**config.mk**
```make
export PLATFORM = sky130hd
export DESIGN_NAME = soc_addr_route
export DESIGN_NICKNAME = d
export VERILOG_FILES = /design/src/rtl/soc_addr_route.sv
export SDC_FILE = /design/constraint.sdc
export NUM_CORES = 1
export LEC_CHECK = 0
export CORE_MARGIN = 3
export CORE_UTILIZATION = 45
export DETAILED_ROUTE_END_ITERATION = 8
export HOLD_SLACK_MARGIN = 0.06
export PLACE_DENSITY_LB_ADDON = 0.3
export SKIP_LAST_GASP = 1
export SLEW_MARGIN = 20
export SYNTH_ARGS = -nofsm -noshare
export SYNTH_HDL_FRONTEND = slang
export SYNTH_SLANG_ARGS = --single-unit
```
**constraint.sdc**
```tcl
create_clock -name clk_i -period 4.47 [get_ports clk_i]
set_clock_uncertainty 0.2 [all_clocks]
set_input_delay 0.447 -clock clk_i [delete_from_list [all_inputs] [get_ports clk_i]]
set_output_delay 0.447 -clock clk_i [all_outputs]
set_load 0.01 [all_outputs]
```
**src/rtl/soc_addr_route.sv**
```systemverilog
// Address router: decodes each request against the SoC region map into a slave index,
// buffers it in a two-entry spill pipeline and keeps a saturating unmapped-request log.
module soc_addr_route #(
    parameter int unsigned AddrWidth = 64,
    parameter int unsigned IdWidth   = 5
) (
    input  logic                 clk_i,
    input  logic                 rst_ni,
    input  logic                 in_valid_i,
    output logic                 in_ready_o,
    input  logic [AddrWidth-1:0] in_addr_i,
    input  logic [IdWidth-1:0]   in_id_i,
    output logic                 out_valid_o,
    input  logic                 out_ready_i,
    output logic [AddrWidth-1:0] out_addr_o,
    output logic [IdWidth-1:0]   out_id_o,
    output logic [3:0]           out_idx_o,
    output logic                 out_decerr_o,
    input  logic                 err_clear_i,
    output logic [15:0]          err_count_o,
    output logic [AddrWidth-1:0] err_addr_o,
    output logic                 err_valid_o
);

    localparam int unsigned NumRegions = 14;
    localparam int unsigned CmpWidth   = (AddrWidth > 64) ? AddrWidth : 64;

    typedef logic [63:0] word_t;

    localparam word_t RegionBase [NumRegions] = '{
        64'h0000_0000, 64'h0001_0000, 64'h0200_0000, 64'h0C00_0000,
        64'h1000_0000, 64'h1040_0000, 64'h1A10_0000, 64'h1800_0000,
        64'h1C00_0000, 64'h2000_0000, 64'h3000_0000, 64'h4000_0000,
        64'h7000_0000, 64'h8000_0000
    };
    localparam word_t RegionLen [NumRegions] = '{
        64'h0000_1000, 64'h0001_0000, 64'h000C_0000, 64'h03FF_FFFF,
        64'h0040_0000, 64'h0010_0000, 64'h0012_3000, 64'h0000_1000,
        64'h0001_0000, 64'h0080_0000, 64'h0001_0000, 64'h0000_1000,
        64'h0004_0000, 64'h2000_0000
    };
    localparam logic [3:0] RegionIdx [NumRegions] = '{
        4'd0, 4'd1, 4'd2, 4'd3, 4'd4, 4'd11, 4'd6,
        4'd7, 4'd5, 4'd8, 4'd9, 4'd10, 4'd12, 4'd12
    };

    typedef struct packed {
        logic [AddrWidth-1:0] addr;
        logic [IdWidth-1:0]   id;
        logic [3:0]           idx;
        logic                 decerr;
    } entry_t;

    // ---------------- decode ----------------
    logic [CmpWidth-1:0]   addr_ext;
    logic [NumRegions-1:0] region_hit;
    logic [3:0]            dec_idx;
    logic                  dec_err;

    assign addr_ext = CmpWidth'(in_addr_i);

    generate
        for (genvar gi = 0; gi < NumRegions; gi++) begin : g_region
            localparam logic [CmpWidth-1:0] Lo = CmpWidth'(RegionBase[gi]);
            localparam logic [CmpWidth-1:0] Hi = CmpWidth'(RegionBase[gi]) + CmpWidth'(RegionLen[gi]);
            assign region_hit[gi] = (addr_ext >= Lo) && (addr_ext < Hi);
        end
    endgenerate

    // Regions never overlap, so OR-ing the hit indices selects the single match.
    always_comb begin
        dec_idx = 4'd0;
        for (int i = 0; i < NumRegions; i++) begin
            if (region_hit[i]) begin
                dec_idx = dec_idx | RegionIdx[i];
            end
        end
    end

    assign dec_err = ~|region_hit;

    // ---------------- two-entry pipeline ----------------
    entry_t     entry_mem [2];
    logic       wr_ptr_reg;
    logic       rd_ptr_reg;
    logic [1:0] count_reg;
    logic [1:0] count_next;
    logic       in_ready_reg;
    logic       push;
    logic       pop;
    entry_t     head;

    assign push = in_valid_i && in_ready_reg;
    assign pop  = out_valid_o && out_ready_i;

    always_comb begin
        count_next = count_reg;
        if (push && !pop) begin
            count_next = count_reg + 2'd1;
        end else if (!push && pop) begin
            count_next = count_reg - 2'd1;
        end
    end

    // Ready is a flop of "not full after this edge", so a full pipe drained this
    // cycle only reopens the input on the following cycle.
    always_ff @(posedge clk_i or negedge rst_ni) begin
        if (!rst_ni) begin
            wr_ptr_reg   <= 1'b0;
            rd_ptr_reg   <= 1'b0;
            count_reg    <= 2'd0;
            in_ready_reg <= 1'b0;
        end else begin
            count_reg    <= count_next;
            in_ready_reg <= (count_next != 2'd2);
            if (push) begin
                wr_ptr_reg <= ~wr_ptr_reg;
            end
            if (pop) begin
                rd_ptr_reg <= ~rd_ptr_reg;
            end
        end
    end

    always_ff @(posedge clk_i) begin
        if (push) begin
            entry_mem[wr_ptr_reg] <= '{addr: in_addr_i, id: in_id_i, idx: dec_idx, decerr: dec_err};
        end
    end

    assign head         = entry_mem[rd_ptr_reg];
    assign in_ready_o   = in_ready_reg;
    assign out_valid_o  = (count_reg != 2'd0);
    assign out_addr_o   = head.addr;
    assign out_id_o     = head.id;
    assign out_idx_o    = head.idx;
    assign out_decerr_o = head.decerr;

    // ---------------- unmapped-request log ----------------
    logic                 err_hit;
    logic [15:0]          err_count_reg;
    logic [AddrWidth-1:0] err_addr_reg;
    logic                 err_valid_reg;

    assign err_hit = push && dec_err;

    // A new error in the same cycle as a clear wins over the clear.
    always_ff @(posedge clk_i or negedge rst_ni) begin
        if (!rst_ni) begin
            err_count_reg <= 16'd0;
            err_addr_reg  <= '0;
            err_valid_reg <= 1'b0;
        end else if (err_hit) begin
            if (err_clear_i) begin
                err_count_reg <= 16'd1;
            end else if (err_count_reg != 16'hFFFF) begin
                err_count_reg <= err_count_reg + 16'd1;
            end
            if (err_clear_i || !err_valid_reg) begin
                err_addr_reg  <= in_addr_i;
                err_valid_reg <= 1'b1;
            end
        end else if (err_clear_i) begin
            err_count_reg <= 16'd0;
            err_addr_reg  <= '0;
            err_valid_reg <= 1'b0;
        end
    end

    assign err_count_o = err_count_reg;
    assign err_addr_o  = err_addr_reg;
    assign err_valid_o = err_valid_reg;

endmodule

```
# == Word level (Yosys, flattened, before mapping) ==
# Memory sizes are Yosys's and may differ from the RTL's.
# Cells that the tools add are included.
# classes
addsub,3
shift,0
magnitude_cmp,28
n_bitwise,2
div,0
n_reduce_logical,30
eq_ne,3
n_mux,27
mul,0
# op_table
op,count
$ge 64x29->1 const B,5
$lt 64x29->1 const B,5
$mux 64,3
$ge 64x30->1 const B,2
$ge 64x31->1 const B,2
$lt 64x30->1 const B,2
$lt 64x31->1 const B,2
$ge 64x1->1 const B,1
$ge 64x17->1 const B,1
$ge 64x26->1 const B,1
$ge 64x28->1 const B,1
$ge 64x32->1 const B,1
$lt 64x13->1 const B,1
$lt 64x18->1 const B,1
$lt 64x26->1 const B,1
$lt 64x28->1 const B,1
$lt 64x32->1 const B,1
$mux 16,4
$mux 4,6
$logic_and 1x1->1,19
$add 16x1->16 const B,1
$ne 16x16->1 const B,1
$reduce_or 14->1,1
$mux 3,4
other kinds (11),26
# totals
regBits,86
out_inout_bits,157
ramBits,148
memories,1
latch_bits,0
romBits,0
# mem_list
memory,words,width,rd,rd_ports_with_merged_regs,wr,line_no,source
entry_mem,2,74,1,0,1,83,entry_t entry_mem [2];

# == Longest topological paths before layout ==
# logic_depth
ltp_word,15
depth_mapped,10

# == Worst setup path before layout ==
# No wires, ideal clock.
# synth_path
path_type,input port to flip-flop
from,input in_valid_i
to,memory entry_mem[0][0] (netlist name) (enable)
path_stages,2
required_time_ns,3.763
setup_slack_ns,0.011
n_path_buf,0
t_arrival_ns,3.752
cell_sequence,nand2_1 nor2_1
# synth_via
elab_chain_cells,3
# synth_lines
item,line_no,source
start: declaration,9,"input logic in_valid_i,"
$logic_and 1x1->1,93,assign push = in_valid_i && in_ready_reg;
$mux 1,126,if (push) begin
$mux 1 (implied by the code),127,"entry_mem[wr_ptr_reg] <= '{addr: in_addr_i, id: in_id_i, idx: dec_idx, decerr: dec_err};"
end: declaration,83,
# Every way passes these cells.

# == Worst setup path in the final report ==
# layout_path
from,input in_addr_i[28]
to,"register err_addr_reg[6], in the netlist err_addr_o[6]"
# layout_via
elab_chain_cells,7
# layout_lines
item,line_no,source
start: declaration,11,"input logic [AddrWidth-1:0] in_addr_i,"
$ge 64x1->1 (tied with other cells),66,assign region_hit[gi] = (addr_ext >= Lo) && (addr_ext < Hi);
$logic_and 1x1->1,66,
$reduce_or 14->1 (*),80,assign dec_err = ~|region_hit;
$logic_not 1->1 (*),80,
$logic_and 1x1->1 (*),145,assign err_hit = push && dec_err;
$ne 2x1->1 (no source line) / $reduce_bool 2->1 (equally long branches),-,
$reduce_and 2->1 (no source line),-,
end signal: assignment,160,err_addr_reg <= in_addr_i;
end: declaration,142,logic [AddrWidth-1:0] err_addr_reg;
# Mark *: on every way between the ends. The rest lies on a longest branch, timed or not.
# A chain may end at the register's enable or synchronous reset.

==> impl_metrics.py <==
metrics = {
    "status": {
        "outcome": "finished, final reports clean",
    },
    "min_path": {
        "hp-class": "input port to async pin",
    },
    "flow_run": {
        "maxCapViolations": 0,
    },
    "finish": {
        "final_layout_size_suffix_gt1_share_pct": 16.2,
        "antenna_cells": 0,
        "nets": 907,
        "area_growth_pct": 36.8,
        "fin_cells": 1120,
        "largest_reg_flops": 148,
        "top_register": "entry_mem",
        "post-route-cell-area_um2": 12800,
    },
    "timing": {
        "grt_setup_unrepaired": "no",
        "max_slew_margin_pct": 44.7,
        "hold_viol_final": 0,
        "post-route-period-util_pct": 76.2,
        "fmax_mhz": 294,
        "setup_tns_ns": 0,
        "min_period_ns": 3.41,
        "worstMarginPinSlew_ns": 0.827,
        "finalSetupViolCount": 0,
        "slew_viol_final": 0,
        "hold_slack_ns": 0.267,
    },
    "grt": {
        "grt_max_degree": 76,
        "grt_pass1_vias": 6644,
        "grt_overflow": 0,
        "grt_pass1_wl_um": 37900,
        "grt_usage_pct": 21.6,
        "antenna_found_initial": 0,
    },
    "clock_tree": {
        "clock_sinks": 234,
        "clkLatencyLatePin_ns": 0.51,
        "clk_pin_slew_worst_paths_ns": 0.06,
        "cts_root_buf": "clkbuf_16",
        "cts_tree": "yes",
        "cts_buffers": 25,
        "cts_buffer_depth": 3,
        "cts.htree.levels": 1,
    },
    "logic_synthesis": {
        "ys_seq_elements": 234,
        "yosysWarnings": 0,
        "syn_nets": 672,
        "syn-cell-area_um2": 9350,
        "ys_seq_area_share_pct": 70.5,
        "async_reset_ff_share_pct": 36.8,
        "synthCells": 596,
        "synth_flop_cell": "edfxtp_1",
        "synth_edf_count": 148,
        "yosysMostFrequentCell": "edfxtp_1",
        "synth_top_area_cell": "edfxtp_1",
        "synth_area_leaders": "edfxtp_1, dfrtp_1, mux2_2",
        "synth_area_per_cell_um2": 15.7,
        "synthTopCellsByCount": "edfxtp_1, dfrtp_1, mux2_2",
        "yosysTopAreaCellShare_pct": 47.5,
        "synthDistinctLibCells": 49,
    },
    "place": {
        "post-dp-hpwl_um": 16400,
        "io_buffers": 230,
        "placed_area_um2": 11900,
        "gp_congestion": 0.839,
        "placed_cells_incl_taps": 1071,
    },
    "critical_path": {
        "worstPathRequired_ns": 4.66,
        "path_cells": "clkdlybuf4s50_1 -> nor4bb_1 -> nand4_1 -> a31oi_1 -> nor4_2 -> a31oi_4 -> buf_4 -> nor3_4 -> buf_4 -> a22o_1",
        "r2r_cells": 7,
        "critPathMaxStageDelay_ns": 0.78,
        "r2r-end": "err_count_o[9]",
        "crit_end": "err_addr_o[6]",
        "setup.worst_path.start": "in_addr_i[28]",
        "start_kind": "input port",
        "worst_path_most_repeated_cell": "buf_4",
        "rr_startpoint": "err_count_o[3]",
        "slowest_stage": "clkdlybuf4s50_1",
        "path_class": "input port to flop",
        "rrSetupSlack_ns": 1.29,
        "critPathCaptureType": "flop",
        "crit_fanout": 34,
        "arrival_ns": 3.60,
    },
    "die": {
        "initial_core_util_pct": 46.1,
        "ios": 231,
        "die_w_um": 150,
        "die_h_um": 150,
        "core.rowCount": 52,
        "die_area_um2": 22500,
        "core_um2": 20300,
    },
    "routing": {
        "drc": 0,
        "firstDrtPassIters": 5,
        "drt-initial-drc-count": 594,
        "vias_per_cell": 5.72,
        "wl_um": 24700,
        "dr_total_vias": 6409,
        "post_drt_wl_per_cell_um": 22.1,
        "ant_nets": 0,
    },
    "pwr": {
        "power.density_nw_per_um2": 570,
        "p_leak_uw": 0.00466,
        "ir_drop_mv": 0.474,
    },
}
==> layer usage <==
metal / global-route usage (%) / up-vias / share of wire, % / routed length (um)
li1: - / 2841 / - / -
met1: 29.2 / 3204 / 42 / 10400
met2: 35.5 / 312 / 47 / 11700
met3: 5.45 / 52 / 9.1 / 2260
met4: 4.94 / 0 / 1.8 / 434
met5: 0 / - / 0 / 0
==> through the flow <==
step                total power (uW)  worst slack [ns]  utilization, %
global placement                5210             0.711            58.7
global route                    7620             0.905            63.0
finish                          7290              1.06            63.0
detailed placement              5280             0.620            58.7
floorplan                       4050            0.0111               -
CTS                             7340              1.10            62.8
==> critical path, delay by kind of cell <==
kind | cells | cell delay (ns)
buf+inv | 3 | 1.35
simple gates | 4 | 1.05
compound gates | 3 | 0.71
==> where the power goes <==
part	leakage [uW]	internal (uW)	total (uW)	switching, uW
combinational	0.00177	1240	2270	1030
sequential	0.00250	2780	2980	203
clock	0.000392	1200	2040	838
==> worst min-delay path by stage <==
| stage | startpoint | end | cells after the start |
|---|---|---|---|
| global route | in_id_i[4] | entry_mem[1][9] | 1 |
| detailed placement | err_addr_o[41] | err_addr_o[41] | 1 |
| CTS | rst_ni | wr_ptr_reg | 2 |
| finish | rst_ni | wr_ptr_reg | 2 |
| global placement | rst_ni | wr_ptr_reg | 1 |
| floorplan | rst_ni | count_reg[0] | 0 |
==> what timing repair did <==
item	in CTS	in global routing
buffers inserted	0	0
resized for setup	0	0
hold buffers	1	0
endpoints found under the hold margin	44	0
==> cells by family after synthesis <==
group           after synthesis  synth area share [%]
simple gates                118                  7.41
mux                          74                  8.91
buf+inv                      45                  2.34
compound gates              119                  10.2
fa+ha+maj                     2                 0.268
xor+xnor                      4                 0.375
flops                       234                  70.5
==> cells in the final DEF, fill, tap and decap left out, types with 3 or more instances in the layout <==
cell type	count
a211oi_1	3
clkbuf_1	5
nand3_1	11
clkinv_2	4
clkinvlp_4	4
inv_1	11
a22o_1	64
dfrtp_1	85
o31ai_1	11
clkdlybuf4s50_1	229
mux2_2	74
buf_4	8
o21ai_0	4
nand2_1	12
o211ai_1	3
or4_1	10
nand4_1	17
and3_1	6
nor3_1	9
clkbuf_16	25
a21oi_1	18
clkbuf_8	3
edfxtp_1	148
nor2_1	17
nor2b_1	3
nor4_1	16
==> cell type report <==
type / count / area, um^2
Fill cell: 1484 / 7500
Multi-Input combinational cell: 317 / 2560
Timing Repair Buffer: 241 / 2440
Clock buffer: 33 / 686
Clock inverter: 13 / 134
Sequential cell: 234 / 6600
Tap cell: 270 / 338
Inverter: 12 / 45.0
No activity file was read; power rests on OpenSTA's default activity.
